**src/rtl/fs_vmon_deglitch_if.sv**
```systemverilog
// Voltage-monitor fault bundle between the raw comparators, the deglitch stage and the safety core.
// Optional sticky status signals are present when FS_VMON_STICKY_EN is defined.
interface fs_vmon_deglitch_if;
    logic       fs_enable;
    logic [3:0] vmon_en;
    logic       vcoremon_ov_raw;
    logic       vcoremon_uv_raw;
    logic       vddio_ov_raw;
    logic       vddio_uv_raw;
    logic [3:0] vmonx_ov_raw;
    logic [3:0] vmonx_uv_raw;
    logic       vcoremon_ov;
    logic       vcoremon_uv;
    logic       vddio_ov;
    logic       vddio_uv;
    logic [3:0] vmonx_ov;
    logic [3:0] vmonx_uv;
    logic       blank_active;
    logic       vmon_fault_any;
`ifdef FS_VMON_STICKY_EN
    logic [11:0] sticky_clr;
    logic [11:0] sticky_sts;

    modport master (
        output fs_enable, vmon_en, vcoremon_ov_raw, vcoremon_uv_raw, vddio_ov_raw,
               vddio_uv_raw, vmonx_ov_raw, vmonx_uv_raw, sticky_clr,
        input  vcoremon_ov, vcoremon_uv, vddio_ov, vddio_uv, vmonx_ov, vmonx_uv,
               blank_active, vmon_fault_any, sticky_sts
    );
    modport slave (
        input  fs_enable, vmon_en, vcoremon_ov_raw, vcoremon_uv_raw, vddio_ov_raw,
               vddio_uv_raw, vmonx_ov_raw, vmonx_uv_raw, sticky_clr,
        output vcoremon_ov, vcoremon_uv, vddio_ov, vddio_uv, vmonx_ov, vmonx_uv,
               blank_active, vmon_fault_any, sticky_sts
    );
`else
    modport master (
        output fs_enable, vmon_en, vcoremon_ov_raw, vcoremon_uv_raw, vddio_ov_raw,
               vddio_uv_raw, vmonx_ov_raw, vmonx_uv_raw,
        input  vcoremon_ov, vcoremon_uv, vddio_ov, vddio_uv, vmonx_ov, vmonx_uv,
               blank_active, vmon_fault_any
    );
    modport slave (
        input  fs_enable, vmon_en, vcoremon_ov_raw, vcoremon_uv_raw, vddio_ov_raw,
               vddio_uv_raw, vmonx_ov_raw, vmonx_uv_raw,
        output vcoremon_ov, vcoremon_uv, vddio_ov, vddio_uv, vmonx_ov, vmonx_uv,
               blank_active, vmon_fault_any
    );
`endif
endinterface

```
**src/rtl/fs_vmon_deglitch.sv**
```systemverilog
// Synchronizes and debounces the 12 voltage-monitor comparator outputs, with per-channel
// enables and a post-enable blanking window. FS_VMON_STICKY_EN adds sticky fault status.
module fs_vmon_deglitch #(
    parameter int UDLY      = 1,
    parameter int FILT_CYC  = 16,
    parameter int BLANK_CYC = 32
) (
    input logic              clk,
    input logic              rst_n,
    fs_vmon_deglitch_if.slave bus
);

    localparam int CNT_W = $clog2(FILT_CYC + 1);
    localparam logic [CNT_W-1:0] FILT_LAST = CNT_W'(FILT_CYC - 1);
    localparam logic [9:0] BLANK_LAST = (BLANK_CYC > 0) ? 10'(BLANK_CYC - 1) : 10'd0;

    if (FILT_CYC < 1 || FILT_CYC > 255 || BLANK_CYC < 0 || BLANK_CYC > 1023 || UDLY < 0) begin : g_param_chk
        $error("fs_vmon_deglitch: parameter out of legal range");
    end

    typedef enum logic [1:0] {IDLE, BLANK, RUN} state_t;

    state_t           state;
    logic [9:0]       blank_cnt;
    logic             blank_active_q;
    logic             run_p0;
    logic             run_p1;
    logic             fault_any_q;

    logic [11:0]      raw;
    logic [11:0]      sync_p0;
    logic [11:0]      sync_p1;
    logic [11:0]      ch_en;
    logic [11:0]      flt;
    logic [11:0]      flt_nxt;
    logic [CNT_W-1:0] cnt     [12];
    logic [CNT_W-1:0] cnt_nxt [12];
    logic             filt_en;

    // Bit order matches the sticky status layout
    assign raw   = {bus.vmonx_uv_raw, bus.vmonx_ov_raw, bus.vddio_uv_raw, bus.vddio_ov_raw,
                    bus.vcoremon_uv_raw, bus.vcoremon_ov_raw};
    assign ch_en = {bus.vmon_en, bus.vmon_en, 4'hF};

    // Two-flop synchronizer stage; runs in every FSM state
    always_ff @(posedge clk or negedge rst_n) begin
        if (!rst_n) begin
            sync_p0 <= '0;
            sync_p1 <= '0;
        end else begin
            sync_p0 <= raw;
            sync_p1 <= sync_p0;
        end
    end

    // Filtering is released two cycles into RUN so a level already present during
    // blanking sees the same latency as one arriving at RUN entry.
    always_ff @(posedge clk or negedge rst_n) begin
        if (!rst_n) begin
            state          <= IDLE;
            blank_cnt      <= '0;
            blank_active_q <= 1'b0;
            run_p0         <= 1'b0;
            run_p1         <= 1'b0;
        end else if (!bus.fs_enable) begin
            state          <= IDLE;
            blank_cnt      <= '0;
            blank_active_q <= 1'b0;
            run_p0         <= 1'b0;
            run_p1         <= 1'b0;
        end else begin
            case (state)
                IDLE: begin
                    blank_cnt <= '0;
                    run_p0    <= 1'b0;
                    run_p1    <= 1'b0;
                    if (BLANK_CYC == 0) begin
                        state          <= RUN;
                        blank_active_q <= 1'b0;
                    end else begin
                        state          <= BLANK;
                        blank_active_q <= 1'b1;
                    end
                end
                BLANK: begin
                    if (blank_cnt == BLANK_LAST) begin
                        state          <= RUN;
                        blank_active_q <= 1'b0;
                    end else begin
                        blank_cnt <= blank_cnt + 10'd1;
                    end
                end
                RUN: begin
                    run_p0 <= 1'b1;
                    run_p1 <= run_p0;
                end
                default: begin
                    state          <= IDLE;
                    blank_active_q <= 1'b0;
                end
            endcase
        end
    end

    assign filt_en = run_p1 & bus.fs_enable;

    always_comb begin
        flt_nxt = flt;
        cnt_nxt = cnt;
        for (int i = 0; i < 12; i++) begin
            if (!filt_en || !ch_en[i]) begin
                flt_nxt[i] = 1'b0;
                cnt_nxt[i] = '0;
            end else if (sync_p1[i] == flt[i]) begin
                cnt_nxt[i] = '0;
            end else if (cnt[i] == FILT_LAST) begin
                flt_nxt[i] = ~flt[i];
                cnt_nxt[i] = '0;
            end else begin
                cnt_nxt[i] = cnt[i] + CNT_W'(1);
            end
        end
    end

    // Debounce state and registered outputs
    always_ff @(posedge clk or negedge rst_n) begin
        if (!rst_n) begin
            flt         <= '0;
            fault_any_q <= 1'b0;
            for (int i = 0; i < 12; i++) cnt[i] <= '0;
        end else begin
            flt         <= flt_nxt;
            fault_any_q <= |flt_nxt;
            cnt         <= cnt_nxt;
        end
    end

    assign bus.vcoremon_ov    = flt[0];
    assign bus.vcoremon_uv    = flt[1];
    assign bus.vddio_ov       = flt[2];
    assign bus.vddio_uv       = flt[3];
    assign bus.vmonx_ov       = flt[7:4];
    assign bus.vmonx_uv       = flt[11:8];
    assign bus.blank_active   = blank_active_q;
    assign bus.vmon_fault_any = fault_any_q;

`ifdef FS_VMON_STICKY_EN
    logic [11:0] sticky_q;

    // Set on a filtered rising edge wins over a same-cycle clear
    always_ff @(posedge clk or negedge rst_n) begin
        if (!rst_n) begin
            sticky_q <= '0;
        end else begin
            sticky_q <= (sticky_q & ~bus.sticky_clr) | (flt_nxt & ~flt);
        end
    end

    assign bus.sticky_sts = sticky_q;
`endif

endmodule
```
**src/flat_wrapper.sv**
```systemverilog
// flat-port wrapper written by rule: the top's interface ports become plain ports
module fs_vmon_deglitch_flat 
#(
    parameter int UDLY      = 1,
    parameter int FILT_CYC  = 16,
    parameter int BLANK_CYC = 32
)
  (clk, rst_n, bus_fs_enable, bus_vmon_en, bus_vcoremon_ov_raw, bus_vcoremon_uv_raw, bus_vddio_ov_raw, bus_vddio_uv_raw, bus_vmonx_ov_raw, bus_vmonx_uv_raw, bus_vcoremon_ov, bus_vcoremon_uv, bus_vddio_ov, bus_vddio_uv, bus_vmonx_ov, bus_vmonx_uv, bus_blank_active, bus_vmon_fault_any);
  fs_vmon_deglitch_if bus_i ();
  input logic clk;
  input logic rst_n;
  input wire logic [$bits(bus_i.fs_enable)-1:0] bus_fs_enable;
  input wire logic [$bits(bus_i.vmon_en)-1:0] bus_vmon_en;
  input wire logic [$bits(bus_i.vcoremon_ov_raw)-1:0] bus_vcoremon_ov_raw;
  input wire logic [$bits(bus_i.vcoremon_uv_raw)-1:0] bus_vcoremon_uv_raw;
  input wire logic [$bits(bus_i.vddio_ov_raw)-1:0] bus_vddio_ov_raw;
  input wire logic [$bits(bus_i.vddio_uv_raw)-1:0] bus_vddio_uv_raw;
  input wire logic [$bits(bus_i.vmonx_ov_raw)-1:0] bus_vmonx_ov_raw;
  input wire logic [$bits(bus_i.vmonx_uv_raw)-1:0] bus_vmonx_uv_raw;
  output wire logic [$bits(bus_i.vcoremon_ov)-1:0] bus_vcoremon_ov;
  output wire logic [$bits(bus_i.vcoremon_uv)-1:0] bus_vcoremon_uv;
  output wire logic [$bits(bus_i.vddio_ov)-1:0] bus_vddio_ov;
  output wire logic [$bits(bus_i.vddio_uv)-1:0] bus_vddio_uv;
  output wire logic [$bits(bus_i.vmonx_ov)-1:0] bus_vmonx_ov;
  output wire logic [$bits(bus_i.vmonx_uv)-1:0] bus_vmonx_uv;
  output wire logic [$bits(bus_i.blank_active)-1:0] bus_blank_active;
  output wire logic [$bits(bus_i.vmon_fault_any)-1:0] bus_vmon_fault_any;
  assign bus_i.fs_enable = bus_fs_enable;
  assign bus_i.vmon_en = bus_vmon_en;
  assign bus_i.vcoremon_ov_raw = bus_vcoremon_ov_raw;
  assign bus_i.vcoremon_uv_raw = bus_vcoremon_uv_raw;
  assign bus_i.vddio_ov_raw = bus_vddio_ov_raw;
  assign bus_i.vddio_uv_raw = bus_vddio_uv_raw;
  assign bus_i.vmonx_ov_raw = bus_vmonx_ov_raw;
  assign bus_i.vmonx_uv_raw = bus_vmonx_uv_raw;
  assign bus_vcoremon_ov = bus_i.vcoremon_ov;
  assign bus_vcoremon_uv = bus_i.vcoremon_uv;
  assign bus_vddio_ov = bus_i.vddio_ov;
  assign bus_vddio_uv = bus_i.vddio_uv;
  assign bus_vmonx_ov = bus_i.vmonx_ov;
  assign bus_vmonx_uv = bus_i.vmonx_uv;
  assign bus_blank_active = bus_i.blank_active;
  assign bus_vmon_fault_any = bus_i.vmon_fault_any;
  fs_vmon_deglitch #(.UDLY(UDLY), .FILT_CYC(FILT_CYC), .BLANK_CYC(BLANK_CYC)) u_core (.clk(clk), .rst_n(rst_n), .bus(bus_i));
endmodule
```
**config.mk**
```make
export PLATFORM = sky130hd
export DESIGN_NAME = fs_vmon_deglitch_flat
export DESIGN_NICKNAME = d
export VERILOG_FILES = /design/src/rtl/fs_vmon_deglitch_if.sv /design/src/rtl/fs_vmon_deglitch.sv /design/src/flat_wrapper.sv
export SDC_FILE = /design/constraint.sdc
export NUM_CORES = 1
export LEC_CHECK = 0
export CORE_UTILIZATION = 50
export DETAILED_ROUTE_END_ITERATION = 16
export GPL_ROUTABILITY_DRIVEN = 0
export GPL_TIMING_DRIVEN = 0
export PLACE_DENSITY = 0.78
export SYNTH_ARGS = -nofsm -noshare
export SYNTH_HDL_FRONTEND = slang
export SYNTH_SLANG_ARGS = --single-unit
```
**constraint.sdc**
```tcl
create_clock -name clk -period 2.4 [get_ports clk]
set_input_delay 0.36 -clock clk [delete_from_list [all_inputs] [get_ports clk]]
set_output_delay 0.36 -clock clk [all_outputs]
set_load 0.02 [all_outputs]
```
==> flow_summary.ini <==
[worst_setup_path]
crit_chain = ha_1 > and4_2 > nor3b_4 > or4_2 > a31oi_1
start_kind = register
critPathSlowestCell = or4_2
cp_max_fo = 10
reg2reg_slack_ps = 330
worstSetupPathType = reg -> reg
critPathBufInv = 0
critPathMaxStageDelay_ps = 620
worstPathRequired_ps = 2690
critPathCaptureType = register
critPathArrivalTime_ps = 2360
cp_top_family = simple AND/OR/NAND/NOR gates

[grt]
grt_usage_pct = 19.8
grt.overflow.total = 0
grt_pass1_vias = 3329
grt_max_degree = 70
antenna_found_initial = 0
grt_pass1_wl_mm = 15.2

[finish]
n_antenna_cell = 0
final_area_mm2 = 0.00532
nNetsFinal = 482
n_fill_cell = 729
drive_above_1_share_pct = 5.29
area_delta_synth_final_pct = 13.8

[cts]
cts-root-buf = clkbuf_8
cts_made_buffers = 9
cts_tree = done
cts_setup_buffers = 0
clkSinkCount = 112
clock_path_buffers = 2
cts_hold_buffers = 1
clk-insertion-delay-late_ps = 370
htreeDepth = 3
ctsResizeCount = 0
clkSlewWorstSetupHoldPaths_ps = 100

[synthesis]
synth-edff-count = 0
ys.flop_type = dfrtp_1
synth.ff_latch_count = 112
ys_warn_count = 0
syn_nets = 438
yosysSeqAreaShare_pct = 60.0
synthDominantCellAreaShare_pct = 60.0
yosys.area.top_type = dfrtp_1
async_reset_ff_share_pct = 100
synth_area_leaders = dfrtp_1 60%, xnor2_1 4.5%, nand3_1 4.0%
synthCells = 406
synth_cell_types = 42
syn_avg_cell_area_um2 = 11.5
netlist_area_mm2 = 0.00467

[routing]
drc = 0
viasPerCell = 5.70
first_pass_iters = 4
totalWireLength_mm = 8.67
vias = 3204
avgRoutedWirePerCell_um = 15.4
drt-initial-drc-count = 140
antenna_left = 0

[die]
fp.coreArea_mm2 = 0.00889
die_h_um = 98.7
start_util_pct = 52.6
row_count = 34
dieArea_mm2 = 0.00974
chipWidth_um = 98.7
io_pins = 33

[sta]
hold_violations = 0
tightest_slew_ps = 560
setup_violations = 0
maxSlewViolCount = 0
skew_ps = 11.9
rsz0062_at_grt = no
max_clock_freq_mhz = 483
min_period_over_period_pct = 86.3
timing.slew.headroom_pct = 62.6
hold_ws_ps = 321
min_period_ps = 2070

[placed_design]
place_area_mm2 = 0.00514
dp_hpwl_mm = 6.04
port_buffers = 31

[power]
power_mw = 3.05
p_leak_nw = 2.40
p_per_area_mw_per_mm2 = 573
ir_worst_vdd_mv = 0.545

[run]
max-cap-violations = 0

[outcome]
status = finished, final reports clean

[hold_path]
hold_path_class = in -> reg
==> per-layer routing <==
layer  track usage (%)  share of wire [%]  up-vias
li1                  -                  -     1534
met3              4.96                4.5       10
met2              33.3                 48       59
met4              6.08                1.2        0
met1              25.3                 46     1601
met5                 0                  0        -
==> layout make-up <==
cell class	instances	area (um^2)	share of cell area, %
well taps	108	135	2.54
inverters	2	7.51	0.141
flip-flops and latches	112	2800	52.7
clock buffers	12	145	2.73
repair buffers	33	345	6.49
multi-input cells	282	1820	34.2
clock inverters	3	18.8	0.353
plain buffers	10	46.3	0.871
==> registers in the layout, indices dropped and copies added (netlist names) <==
signal                     count
u_core.run_p0                  1
u_core.bus.blank_active        1
u_core.flt                    12
u_core.sync_p0                12
u_core.bus.vmon_fault_any      1
u_core.blank_cnt              10
u_core.state                   2
u_core.cnt                    60
u_core.run_p1                  1
u_core.sync_p1                12
==> cell usage after synthesis (all sizes together), types with 4 or more instances <==
cell / instances
nand4: 17
nor3: 12
nand2b: 4
nand3: 37
ha: 13
clkbuf: 7
xor2: 12
dfrtp: 112
mux2i: 14
a21oi: 8
nand4b: 13
o21ai: 6
and3: 21
nand2: 23
xnor2: 24
or4: 4
nor2: 47
==> placed cells by master, fill, tap and decap left out, types with 2 or more instances in the layout <==
cell type / instances
o211ai_1: 3
clkbuf_1: 9
a21oi_1: 8
xor2_1: 12
nor4_1: 3
mux2i_1: 14
nand4_1: 17
dfrtp_1: 112
and2_1: 3
clkbuf_8: 10
nand4b_1: 13
clkdlybuf4s50_1: 30
nand3b_1: 2
a31oi_1: 3
nor2b_1: 2
or4_2: 2
o21ai_0: 4
nor3_1: 12
nand2_1: 23
nand2b_1: 4
xnor2_1: 24
nand3_1: 37
and3_1: 21
nor2_1: 47
clkinv_2: 2
ha_1: 13
o21ai_1: 2
==> cells by family after synthesis <==
group | count (synthesis) | share of synthesized area, %
adders and majority gates | 13 | 3.48
xor gates and xnor gates | 36 | 6.75
buffers and inverters | 12 | 1.15
muxes | 14 | 3.00
DFF | 112 | 60.0
AOI/OAI and AO/OA | 27 | 3.61
and+or+nand+nor | 192 | 22.0
==> worst reg2reg max path, cell delays in order, from the launching register on <==
cell,delay (ps)
dfrtp_1,450
ha_1,260
and4_2,290
nor3b_4,210
or4_2,620
a31oi_1,180
==> power by group <==
part | switching, mW | total (mW) | internal, mW | leakage, nW
Sequential | 0.0154 | 1.93 | 1.91 | 1.50
Combinational | 0.0757 | 0.126 | 0.0504 | 0.814
Clock | 0.597 | 0.997 | 0.401 | 0.0862
Total | 0.688 | 3.05 | 2.36 | 2.40
==> stage by stage <==
stage	cells	util [%]	setup WS (ps)	setup TNS, ps
after detailed placement	546	57.9	348	0
final	562	59.8	330	0
after CTS	562	59.8	324	0
after global placement	545	57.6	-3160	-353270
after global routing	562	59.8	242	0
after floorplan	406	-	497	0
==> worst paths after layout <==
path,from,cells past startpoint,to
min,bus_fs_enable,3,u_core.flt[9]$_DFF_PN0_
min in group asynchronous,rst_n,2,u_core.flt[10]$_DFF_PN0_
max in group asynchronous,rst_n,3,u_core.sync_p0[10]$_DFF_PN0_
min reg2reg,u_core.sync_p0[10]$_DFF_PN0_,0,u_core.sync_p1[10]$_DFF_PN0_
max reg2reg,u_core.blank_cnt[0]$_DFFE_PN0P_,5,u_core.blank_cnt[3]$_DFFE_PN0P_
max,u_core.blank_cnt[0]$_DFFE_PN0P_,5,u_core.blank_cnt[3]$_DFFE_PN0P_
Note: power is estimated with default switching activity, not from simulation.
